===== src/rtl/rst_seq_ctrl.sv =====
// Reset sequencer and run control: synchronises board reset, releases NUM_CH
// downstream resets in a staggered order, then counts run cycles until halt or timeout.
module rst_seq_ctrl #(
  parameter int unsigned NUM_CH         = 4,
  parameter int unsigned HOLD_CYCLES    = 2,
  parameter int unsigned STAGGER        = 1,
  parameter int unsigned TIMEOUT_CYCLES = 20,
  parameter int unsigned CNT_W          = 16
) (
  input  logic              clk,
  input  logic              rst,
  input  logic              sw_rst_req,
  input  logic              halt_req,
  output logic [NUM_CH-1:0] ch_rst_o,
  output logic [CNT_W-1:0]  cycle_cnt,
  output logic              running,
  output logic              done,
  output logic              timeout
);

  localparam int unsigned HoldW  = (HOLD_CYCLES > 1) ? $clog2(HOLD_CYCLES) : 1;
  localparam int unsigned RelMax = (NUM_CH - 1) * STAGGER;
  localparam int unsigned RelW   = (RelMax > 0) ? $clog2(RelMax + 1) : 1;

  localparam logic [HoldW-1:0] HoldLast    = HoldW'(HOLD_CYCLES - 1);
  localparam logic [RelW-1:0]  RelLast     = RelW'(RelMax);
  localparam logic [CNT_W-1:0] TimeoutLast = CNT_W'(TIMEOUT_CYCLES - 1);
  localparam bit               TimeoutEn   = (TIMEOUT_CYCLES != 0);

  typedef enum logic [2:0] {
    StAssert,
    StHold,
    StRelease,
    StRun,
    StStop
  } state_e;

  state_e             state_q;
  logic               sync1_q, rst_sync;
  logic [HoldW-1:0]   hold_cnt_q;
  logic [RelW-1:0]    rel_cnt_q;
  logic [NUM_CH-1:0]  rel_mask;
  logic [CNT_W-1:0]   cnt_inc;

  always_ff @(posedge clk or negedge rst) begin
    if (!rst) begin
      sync1_q  <= 1'b0;
      rst_sync <= 1'b0;
    end else begin
      sync1_q  <= 1'b1;
      rst_sync <= sync1_q;
    end
  end

  // Channels whose release offset has been reached by the current release count.
  always_comb begin
    rel_mask = '0;
    for (int unsigned i = 0; i < NUM_CH; i++) begin
      rel_mask[i] = (RelW'(i * STAGGER) <= rel_cnt_q);
    end
  end

  assign cnt_inc = (cycle_cnt == '1) ? cycle_cnt : cycle_cnt + 1'b1;

  always_ff @(posedge clk or negedge rst) begin
    if (!rst) begin
      state_q    <= StAssert;
      hold_cnt_q <= '0;
      rel_cnt_q  <= '0;
      ch_rst_o   <= '1;
      cycle_cnt  <= '0;
      running    <= 1'b0;
      done       <= 1'b0;
      timeout    <= 1'b0;
    end else if (sw_rst_req && (state_q != StAssert)) begin
      // Software re-reset outranks halt and timeout on the same edge.
      state_q    <= StHold;
      hold_cnt_q <= '0;
      ch_rst_o   <= '1;
      cycle_cnt  <= '0;
      running    <= 1'b0;
      done       <= 1'b0;
      timeout    <= 1'b0;
    end else begin
      unique case (state_q)
        StAssert: begin
          if (rst_sync) begin
            state_q    <= StHold;
            hold_cnt_q <= '0;
          end
        end
        StHold: begin
          if (hold_cnt_q == HoldLast) begin
            state_q   <= StRelease;
            rel_cnt_q <= '0;
          end else begin
            hold_cnt_q <= hold_cnt_q + 1'b1;
          end
        end
        StRelease: begin
          ch_rst_o <= ~rel_mask;
          if (rel_cnt_q == RelLast) begin
            state_q   <= StRun;
            running   <= 1'b1;
            cycle_cnt <= '0;
          end else begin
            rel_cnt_q <= rel_cnt_q + 1'b1;
          end
        end
        StRun: begin
          cycle_cnt <= cnt_inc;
          if (halt_req) begin
            state_q  <= StStop;
            running  <= 1'b0;
            done     <= 1'b1;
            ch_rst_o <= '1;
          end else if (TimeoutEn && (cycle_cnt == TimeoutLast)) begin
            state_q  <= StStop;
            running  <= 1'b0;
            done     <= 1'b1;
            timeout  <= 1'b1;
            ch_rst_o <= '1;
          end
        end
        StStop: begin
          ch_rst_o <= '1;
        end
        default: state_q <= StAssert;
      endcase
    end
  end

endmodule


===== config.mk =====
export PLATFORM = sky130hd
export DESIGN_NAME = rst_seq_ctrl
export DESIGN_NICKNAME = d
export VERILOG_FILES = /design/src/rtl/rst_seq_ctrl.sv
export SDC_FILE = /design/constraint.sdc
export NUM_CORES = 1
export LEC_CHECK = 0
export CORE_ASPECT_RATIO = 0.9
export CORE_MARGIN = 8
export CORE_UTILIZATION = 24
export CTS_CLUSTER_DIAMETER = 40
export DETAILED_ROUTE_END_ITERATION = 12
export SKIP_LAST_GASP = 1
export SYNTH_ARGS = -nofsm -noshare
export SYNTH_HDL_FRONTEND = slang
export SYNTH_SLANG_ARGS = --single-unit

===== constraint.sdc =====
create_clock -name clk -period 4.9 [get_ports clk]
set_input_delay 0.49 -clock clk [delete_from_list [all_inputs] [get_ports clk]]
set_output_delay 0.49 -clock clk [all_outputs]
set_load 0.005 [all_outputs]

==> results of run 1 <==
-- how the worst max path moves through the flow --
stage | startpoint | endpoint | slack (ns) | cells past startpoint
after global routing | sw_rst_req | cycle_cnt[3] | 2.16 | 6
after global placement | sw_rst_req | cycle_cnt[3] | 2.18 | 6
after CTS | sw_rst_req | cycle_cnt[3] | 2.48 | 6
final | sw_rst_req | cycle_cnt[3] | 2.46 | 6
after floorplan | cycle_cnt[7] | state_q[0] | 2.97 | 5
after detailed placement | sw_rst_req | cycle_cnt[3] | 2.18 | 6
-- cell type report --
class,instances,area [um^2],share of cell area
Inverter,8,30.03,0.01356
Multi-Input combinational cell,141,902.1,0.4073
Tap cell,93,116.4,0.05254
Sequential cell,31,780.7,0.3525
Timing Repair Buffer,27,267.8,0.1209
Clock buffer,6,82.58,0.03729
Clock inverter,2,35.03,0.01582
-- report_power, final --
part	internal [uW]	switching, uW	leakage [uW]	total (uW)
clock network	164	101	0.0000612	266
registers	284	50.9	0.000408	335
logic	100	132	0.000413	231
total	548	284	0.000883	832
-- cell usage in the layout (no fill, tap or decap), drive strengths merged, types with 5 or more instances in the layout --
master         instances
a21oi                 13
a31oi                  5
clkbuf                 6
clkdlybuf4s50         26
dfrtp                 27
inv                    8
nand2                 16
nand2b                 5
nand4                  6
nor2                  16
o21ai                 21
-- through the flow --
stage	util	cell area, um^2	instances	total power [uW]
floorplan	-	1770	190	512.9
finish	0.3114	2215	308	832.3
global route	0.3114	2215	308	884.0
CTS	0.3114	2215	308	839.0
global placement	0.2949	2097	300	569.9
detailed placement	0.2949	2097	300	570.1
-- registers in the layout (all words and copies together), names as in the netlist, 2 cells and up --
signal / count
cycle_cnt: 16
ch_rst_o: 4
rel_cnt_q: 2
state_q: 3
-- metal layers --
metal / vias up / global-route usage
li1: 753 / -
met1: 707 / 0.1160
met2: 53 / 0.1163
met3: 6 / 0.03316
met4: 0 / 0.04216
met5: - / 0
-- kinds of logic (layout without fill, tap and decap cells) --
logic type,count (synthesis),after routing,synth area share
AND/OR/NAND/NOR,70,70,0.2184
AO/OA/AOI/OAI,64,64,0.2481
flip-flops,31,31,0.4410
buffers and inverters,18,43,0.04947
adder cells (fa/ha/maj),4,4,0.02827
multiplexers,2,2,0.01272
other,1,1,0.002118
==> results.txt, run 1 <==
The detail route stage leaves a number of antenna-violating nets equal to 0. The share of layout cells above drive strength 1 is 0.1209. The clock insertion delay at the later pin of the skew report is 0.29 ns. The cell depth of the worst flop-to-flop path came out at 5. Entering global routing, the biggest net connects 32 pins.

The routability congestion estimate from global placement is 0.7819. The worst hold slack after final layout is 0.3600 ns. The most numerous cell in the Yosys netlist is dfrtp_1.

The critical path is of the input port to register type. After detailed routing, the number of vias per cell comes to 4.932. The critical path goes through clkdlybuf4s50_1 > nor2b_1 > nand2_1 > a21oi_1 > nand4_1 > o21ai_0.

The share of synthesized area occupied by flip-flops and latches is 0.4410. In the final routed layout, each cell accounts on average for 14.06 um. At the worst endpoint, the required time is 5.11 ns. The floorplan step defined a die boundary enclosing 0.01039 mm^2. STA classifies the critical path startpoint as an input port.

The number of nets handed over by synthesis was 198. The number of clock buffers added by TritonCTS is 5. The area fraction of the dominant cell type after synthesis is 0.3816. The power per cell area came out at 375.8 mW/mm^2. The clock skew after layout is 0.009160 ns.

The initial antenna violation count came out at 0. Dividing the final minimum period by the clock period gives 0.4985. Clock-pin slew was measured on the worst setup and hold paths at 0.07 ns. The post-cts sizing count came out at 0.

At the worst endpoint, the arrival time is 2.66 ns. The worst setup path is captured at a register. For this run, the post-layout net count is 222. TritonCTS built the clock tree. CTS saw 31 sinks. In this run the standard cell core region covers 0.007112 mm^2. The cell count after synthesis is 190. The synthesized area per cell came out at 9.318 um^2.

On the worst path, the slowest cell contributes a delay of 0.67 ns. The critical path's top delay family is simple AND/OR/NAND/NOR gates. The number of different library cells used by synthesis comes to 47. The via count of the first global-routing pass came out at 1,428. Counting flops with an async set or reset pin after synthesis yields a share of 1.000. The root buffer cell chosen for the clock tree is clkbuf_8. The number of inserted filler cells in the final layout came out at 776. The number of standard-cell rows in the floorplan is 29. The worst ir drop on vdd came out at 0.1128 mV. The final critical path time including I/O delays and setup came out at 2.443 ns. The most used flip-flop cell after synthesis is dfrtp_1. The quantity of hold-fixing buffers added after cts came out at 0. The number of iterations in the first detailed-routing pass is 4. The number of instances on the worst hold path is 0.

For this run, the total global-route usage over all layers was measured as 0.08639. The I/O pin count is 27. The wire length on met2 came out at 1715 um. The sum of overflow across all layers after global routing is 0. For this run, the top clock speed supported by timing is 409.4 MHz. The number of pins exceeding their max-slew limit in the final report came out at 0. Setup repair after global routing left no endpoint under its margin. The type of the most critical hold path is register to register. The remaining max-slew budget at the tightest pin is 0.5687. Summed over all layers, the routed wires come to 4332 um.

The area of the mapped netlist is 0.001770 mm^2. The register bit count reported by yosys is 31. The count of endpoints failing hold in the final timing report is 0. The sum of routed wire segments on met1 came out at 2133 um. The endpoint identified for the worst register-to-register timing path is cycle_cnt[3]. The starting utilization of the core area came out at 0.2489.

The buffer depth of the longest clock path is 2. The signed area change from the synthesized netlist to the final layout is 25.09%. In this run the register-to-register setup slack is 2.63 ns. After clock tree synthesis, the setup repair step added 0 buffers. The first global-routing pass estimated 7286 um of wire. Measured along the x axis, the die boundary spans 106.5 um. From bottom edge to top edge, the die measures 97.48 um. Counting instances in the post-synthesis netlist gives the leading cell types as dfrtp_1, o21ai_0, nand2_1, nor2_1, a21oi_1. The count of unresolved DRC violations after routing is 0. The number of buffer cells added on primary ports is 26. The static leakage came out at 0.0008829 uW. The sum of met3 wire segment lengths after detailed routing is 421 um. In this run the critical register-to-register path is launched from state_q[0]. The number of enable flip-flop cells after synthesis came out at 0. Ranked by total cell area, the synthesized netlist is headed by dfrtp_1, dfstp_2, o21ai_0. The count of final setup violators came out at 0. The startpoint of the most critical hold path is sync1_q. The number of antenna diodes is 0. The highest metal layer carrying signal wires in the routed design is met4.

The peak fanout along the critical path is 20. The H-tree depth is 2. The run finished with clean final reports. The largest total area in the synthesized netlist belongs to dfrtp_1. The sum of negative setup slack came out at 0 ns.

The cell at the slowest stage of the critical path is clkdlybuf4s50_1. For hold timing, the worst endpoint is rst_sync. Across all layers, the routed design uses 1,519 vias. The synthesis warning total came out at 0. The placement-stage worst setup slack is 2.179 ns. Once routing completed, OpenROAD measured the worst setup slack at 2.457 ns. The transition time of the tightest slew-check pin came out at 0.6454 ns. The starting DRC count in detailed routing is 148. The total of max-cap violations came out at 0.

The critical path buffer and inverter count came out at 1. The detailed-placement wirelength estimate is 3040 um.
(Power assumes the default switching activity.)
==> run 2, diff against run 1 <==
clock period = 2.41 ns   (was 4.9 ns; I/O delays follow)
==> run 2 against run 1 <==
Net effect: cell count up 1.6%; register-to-register slack worse by 2.2 ns; sequential share of layout area down 0.32 points; first-iteration DRC count down 24%; worst setup slack worse by 2.1 ns; global-route usage up 0.33 points; critical path depth down 2; critical path type is now register to register; power up 99%; count of clock-buffer cells in the layout up 2; critical endpoint is now state_q[0]; clock skew down 0.0056 ns; utilization up 0.28 points.
==> results.txt, run 2 (synthesis gave the netlist of run 1 again) <==
The number of standard-cell rows in the floorplan came out at 29 (unchanged). The wire length per cell after detailed routing came out at 14.36 um (+2.1%). The number of sinks on the clock net came out at 31 (unchanged). The starting utilization of the core area came to 0.2489 (unchanged). The element type at the critical path end is a register. The detailed-placement wirelength estimate came out at 3190 um (+4.9%). The starting DRC count in detailed routing is 112 (-24%). The buffer depth of the longest clock path is 2 (unchanged).

The number of iterations in the first detailed-routing pass came out at 4 (unchanged). The quantity of hold-fixing buffers added after cts is 0 (unchanged). The via count of the first global-routing pass came out at 1,454 (+1.8%).

The number of inserted filler cells in the final layout is 762 (-1.8%). The largest net degree at the start of global routing is 32 (unchanged). The clock skew after layout came out at 0.003589 ns (-0.005571 ns). The initial antenna violation count was 0 (unchanged). The vertical extent of the die came out at 97.48 um (unchanged). The total of max-cap violations came to 0 (unchanged). The required time at the endpoint of the critical path is 2.58 ns (-2.53 ns).

The highest clock rate came out at 492.9 MHz. The run finished with clean final reports. The count of final setup violators came to 0 (unchanged). TritonCTS built the clock tree.

The total wire length after detailed routing was 4494 um (+3.7%). The number of pins exceeding their max-slew limit in the final report is 0 (unchanged). Ranked by flip-flop count, first place goes to cycle_cnt. The core area came out at 0.007112 mm^2 (unchanged). The critical path in this run is classified as register to register. The final critical path time including I/O delays and setup came out at 2.029 ns.

The flip-flop count of the largest register after layout is 16 (unchanged). The number of antenna-violating nets in the routed design was 0 (unchanged). The routability congestion estimate from global placement came out at 0.8156 (+4.3%).

The power per cell area came out at 739.8 mW/mm^2 (+97%). The peak fanout along the critical path was 10 (-50%). The number of vias per cell after detailed routing came out at 4.917 (-0.30%). The count of unresolved DRC violations after routing came out at 0 (unchanged). The total area of multi-input combinational cells came out at 902.1 um^2 (unchanged).

Leaving out fill and tap cells, the most frequent cell in the layout is dfrtp_1. The register cell area after layout is 780.7 um^2 (unchanged). The worst ir drop on vdd came out at 0.1933 mV (+71%). The number of buffer cells added on primary ports is 26 (unchanged). The H-tree depth is 2 (unchanged).

The share of layout cells above drive strength 1 came out at 0.1364 (+0.01543). The number of antenna diodes came out at 0 (unchanged). The post-cts sizing count is 0 (unchanged). Clock tree synthesis selected as its root buffer the cell clkbuf_8. The die area is 0.01039 mm^2 (unchanged). The first-pass GRT wire length came out at 7541 um (+3.5%). The TritonCTS buffer count came out at 5 (unchanged). The static leakage is 0.0008968 uW (+1.6%).

The type of the most critical hold path is input port to async pin. The sum of overflow across all layers after global routing came out at 0 (unchanged). In the final layout, the registers with the most flip-flops are cycle_cnt (16), ch_rst_o (4), state_q (3). The width of the die is 106.5 um (unchanged). The finished layout cell area is 0.002235 mm^2 (+0.90%). The post-detailed-placement cell area is 0.002135 mm^2 (+1.8%). The total number of vias was 1,539 (+1.3%).

Leaving out fill and tap cells, the most frequent cells in the layout are dfrtp_1, clkdlybuf4s50_1, o21ai_0, nand2_1, nor2_1. The sum of negative setup slack came out at 0 ns (unchanged). Relative to the synthesized area, the layout overhead comes to 26.22%. The clock slew at the register clock pins of the worst setup and hold paths was 0.07 ns (about the same). The final critical-path share of the clock period is 0.8418.

The count of endpoints failing hold in the final timing report is 0 (unchanged). The I/O pin count came to 27 (unchanged). Setup repair after global routing left no endpoint under its margin.

STA classifies the critical path startpoint as a register. The clock insertion delay at the later pin of the skew report is 0.28 ns (about the same). The worst hold slack after final layout came out at 0.3543 ns (-0.005730 ns).

The number of buffers added for setup after CTS is 0 (unchanged). The final-stage net count came out at 227 (+2.3%). The critical path arrival came out at 2.20 ns (-0.46 ns). The total global routing track utilization came out at 0.08968 (+0.003289).
[run 2: path summary, 6_finish.rpt]
kind                         startpoint          end  slack [ns]  cells past startpoint
min in group clk                sync1_q     rst_sync        0.35                      0
setup reg to reg           cycle_cnt[7]   state_q[0]        0.38                      4
hold / removal                      rst      sync1_q        0.35                      2
max in group asynchronous           rst  ch_rst_o[2]        1.73                      2
setup / recovery           cycle_cnt[7]   state_q[0]        0.38                      4
hold reg to reg                 sync1_q     rst_sync        0.35                      0
[run 2: metrics by stage]
step	util	total power (uW)	instances	setup slack [ns]
2_1_floorplan	-	1043	190	0.4789
3_5_place_dp	0.3001	1202	305	0.4085
3_3_place_gp	0.3001	1201	305	0.4285
6_report	0.3142	1653	313	0.3813
5_1_grt	0.3142	1765	313	0.2047
4_1_cts	0.3142	1669	313	0.3998
[run 2: report_power, final]
group / switching, uW / leakage (uW) / total, uW / internal (uW)
clock network: 198 / 0.0000515 / 459 / 261
registers: 91.0 / 0.000408 / 669 / 578
logic: 292 / 0.000437 / 525 / 234
[run 2: cell type report]
| class | count | area share |
|---|---|---|
| repair buffers | 32 | 0.1366 |
| multi-input cells | 141 | 0.4037 |
| clock buffers | 8 | 0.04479 |
| well taps | 93 | 0.05207 |
| inverters | 8 | 0.01344 |
| flip-flops and latches | 31 | 0.3494 |
[run 2: worst max-delay path: stages (launching register included)]
cell	delay, ns
dfrtp_1	0.47
or4_4	0.57
o41ai_4	0.47
o21ai_0	0.13
mux2_2	0.27
[run 2: layer usage]
metal | track usage | vias to the layer above | part of all wire
met4 | 0.03459 | 0 | 0.014
met3 | 0.03249 | 5 | 0.068
met1 | 0.1242 | 729 | 0.52
met2 | 0.1216 | 47 | 0.40
met5 | 0 | - | 0
li1 | - | 758 | -
==> run 3, diff against run 2 <==
clock period = 1.9 ns   (was 2.41 ns; I/O delays follow)
==> run 3 against run 2 <==
Net effect: clock power is 17% higher; first-iteration DRC count is 18% higher; clock skew is 0.0036 ns higher; hold slack worse by 0.049 ns; via count is 7.6% higher; sequential power is 23% higher; wire length is 4.8% higher; utilization is 2.9 points higher; global-route usage is 0.22 points higher; critical path depth is 2 higher; flip-flop and latch count stayed put; critical endpoint unchanged; largest power group unchanged.
==> results.txt, run 3 (synthesis gave the netlist of run 1 again) <==
TritonCTS built the clock tree. The post-layout total power came out at 2133 uW (+29%). The worst ir drop on vdd is 0.3104 mV (+61%). The final critical-path share of the clock period came out at 0.9315 (+0.08976). The total wire length after detailed routing is 4709 um (+4.8%). The signed area change from the synthesized netlist to the final layout came out at 37.74%. The TritonCTS buffer count came to 5 (unchanged). In the layout the commonest cells are buf_4, dfrtp_1, clkdlybuf4s50_1, o21ai_0. The sum of overflow across all layers after global routing came out at 0 (unchanged). The starting utilization of the core area is 0.2489 (unchanged). The reg-to-reg startpoint is cycle_cnt[13]. The critical path class is register to register. The width of the die is 106.5 um (unchanged).

The final critical-path setup slack is 0.1301 ns (-0.2512 ns). The sum of routed wire segments on met1 is 2201 um (-5.7%). The number of iterations in the first detailed-routing pass came out at 4 (unchanged). The setup slack on the worst flop-to-flop path came out at 0.13 ns (-0.25 ns).

The buffer depth of the longest clock path is 2 (unchanged). The total of max-cap violations came to 0 (unchanged). The clock insertion delay at the later pin of the skew report came out at 0.28 ns (about the same). The clock slew at the register clock pins of the worst setup and hold paths came out at 0.07 ns (about the same). The number of vias per cell after detailed routing came to 4.914 (about the same). The core area is 0.007112 mm^2 (unchanged).

The total global routing track utilization came out at 0.09191 (+0.002226). The core occupancy in the finished layout came out at 0.3429 (+0.02868). The final critical path time including I/O delays and setup came out at 1.770 ns (-0.2588 ns). The required time at the endpoint of the critical path is 2.06 ns (-0.52 ns).

The routability congestion estimate from global placement is 0.8117 (-0.48%). The quantity of hold-fixing buffers added after cts came out at 0 (unchanged). The flow ran to the end, and the final reports show no timing, DRC or antenna violations. The flip-flop count of the largest register after layout is 16 (unchanged). The number of antenna-violating nets in the routed design is 0 (unchanged). In the final layout, the registers with the most flip-flops are cycle_cnt (16), ch_rst_o (4), state_q (3).

The number of buffer cells added on primary ports came out at 26 (unchanged). The I/O pin count is 27 (unchanged). The vertical extent of the die is 97.48 um (unchanged). The clock skew after layout is 0.007239 ns (+0.003650 ns). Leaving out fill and tap cells, the most frequent cell in the layout is buf_4. The peak fanout along the critical path was 6 (-4). The total number of vias came to 1,656 (+7.6%).

The sum of met3 wire segment lengths after detailed routing is 357 um (+17%). The count of unresolved DRC violations after routing is 0 (unchanged). The initial antenna violation count is 0 (unchanged). The final-stage net count came out at 251 (+11%).

The wire length on met2 is 2102 um (+17%). The critical path arrival came out at 1.93 ns (-0.27 ns). The placement-stage worst setup slack came out at -0.03227 ns (-0.4407 ns). The number of antenna diodes is 0 (unchanged). The H-tree depth came out at 2 (unchanged). The number of pins exceeding their max-slew limit in the final report is 0 (unchanged).

The cell depth of the worst flop-to-flop path came out at 6 (+2). The detailed-placement wirelength estimate is 3479 um (+9.1%). The worst setup path is captured at a register.

The highest clock rate is 565.0 MHz (+15%). The starting DRC count in detailed routing came out at 132 (+18%). The largest net degree at the start of global routing came out at 32 (unchanged). The type of the most critical hold path is input port to async pin. cycle_cnt holds more flip-flops than any other register. Setup repair after global routing left no endpoint under its margin. The startpoint kind of the worst setup timing path is a register. The count of final setup violators came out at 0 (unchanged). The root buffer cell chosen for the clock tree is clkbuf_8.

The power per cell area came out at 874.7 mW/mm^2 (+18%). The number of sinks on the clock net is 31 (unchanged). The highest metal layer with signal wires is met4.

The number of standard-cell rows in the floorplan is 29 (unchanged). The worst hold slack after final layout is 0.3056 ns (-0.04874 ns). The via count of the first global-routing pass is 1,564 (+7.6%). The wire length per cell after detailed routing is 13.97 um (-2.7%). The die area came out at 0.01039 mm^2 (unchanged).

The first-pass GRT wire length came out at 7734 um (+2.6%). The count of endpoints failing hold in the final timing report is 0 (unchanged). The share of layout cells above drive strength 1 came to 0.2295 (+0.09314). The endpoint identified for the worst register-to-register timing path is state_q[0]. The static leakage was 0.001028 uW (+15%).
==> run 3: cell type report <==
type	count	area, um^2
sequential	31	780.7
tap	93	116.4
timing repair buffer	56	485.5
clock buffer	7	86.33
multi-input combinational	141	934.6
fill	770	4673
clock inverter	1	5.005
inverter	8	30.03
==> run 3: where the power goes <==
part | internal [uW] | total (uW) | switching [uW]
logic | 357 | 776 | 418
clock network | 292 | 537 | 245
registers | 734 | 820 | 86.5
total | 1380 | 2130 | 750
==> run 3: layer usage <==
layer | up-vias | GRT usage
met5 | - | 0
met4 | 0 | 0.03243
met2 | 43 | 0.1298
met3 | 4 | 0.03249
li1 | 802 | -
met1 | 807 | 0.1247
==> run 3: metrics by stage <==
| step | setup TNS (ns) | area, um^2 | cells |
|---|---|---|---|
| floorplan | 0 | 1770 | 190 |
| global placement | -0.02729 | 2307 | 328 |
| detailed placement | -0.05020 | 2307 | 328 |
| CTS | 0 | 2406 | 337 |
| global route | 0 | 2439 | 337 |
| finish | 0 | 2439 | 337 |
==> run 3: worst max path at each step <==
stage,from,end,slack [ns],cells after the start
6_report,cycle_cnt[13],state_q[0],0.13,6
5_1_grt,cycle_cnt[13],state_q[0],0.02,6
4_1_cts,cycle_cnt[12],ch_rst_o[1],0.03,5
3_5_place_dp,cycle_cnt[9],state_q[0],-0.03,5
3_3_place_gp,cycle_cnt[9],state_q[0],-0.03,5
2_1_floorplan,cycle_cnt[7],state_q[0],0.05,5
==> run 3: critical path: stages, from the launching register on <==
cell and delay [ns]:
dfrtp_1 0.39, nor4_2 0.32, nand2_1 0.16, o41ai_4 0.29, buf_4 0.20, o21ai_1 0.06
mux2_2 0.25
==> run 3: repair_timing <==
item,CTS,global route
pin swaps,1,3
setup endpoints to repair,5,6
gates cloned,0,0
gates resized for setup,0,5
setup buffers,1,0
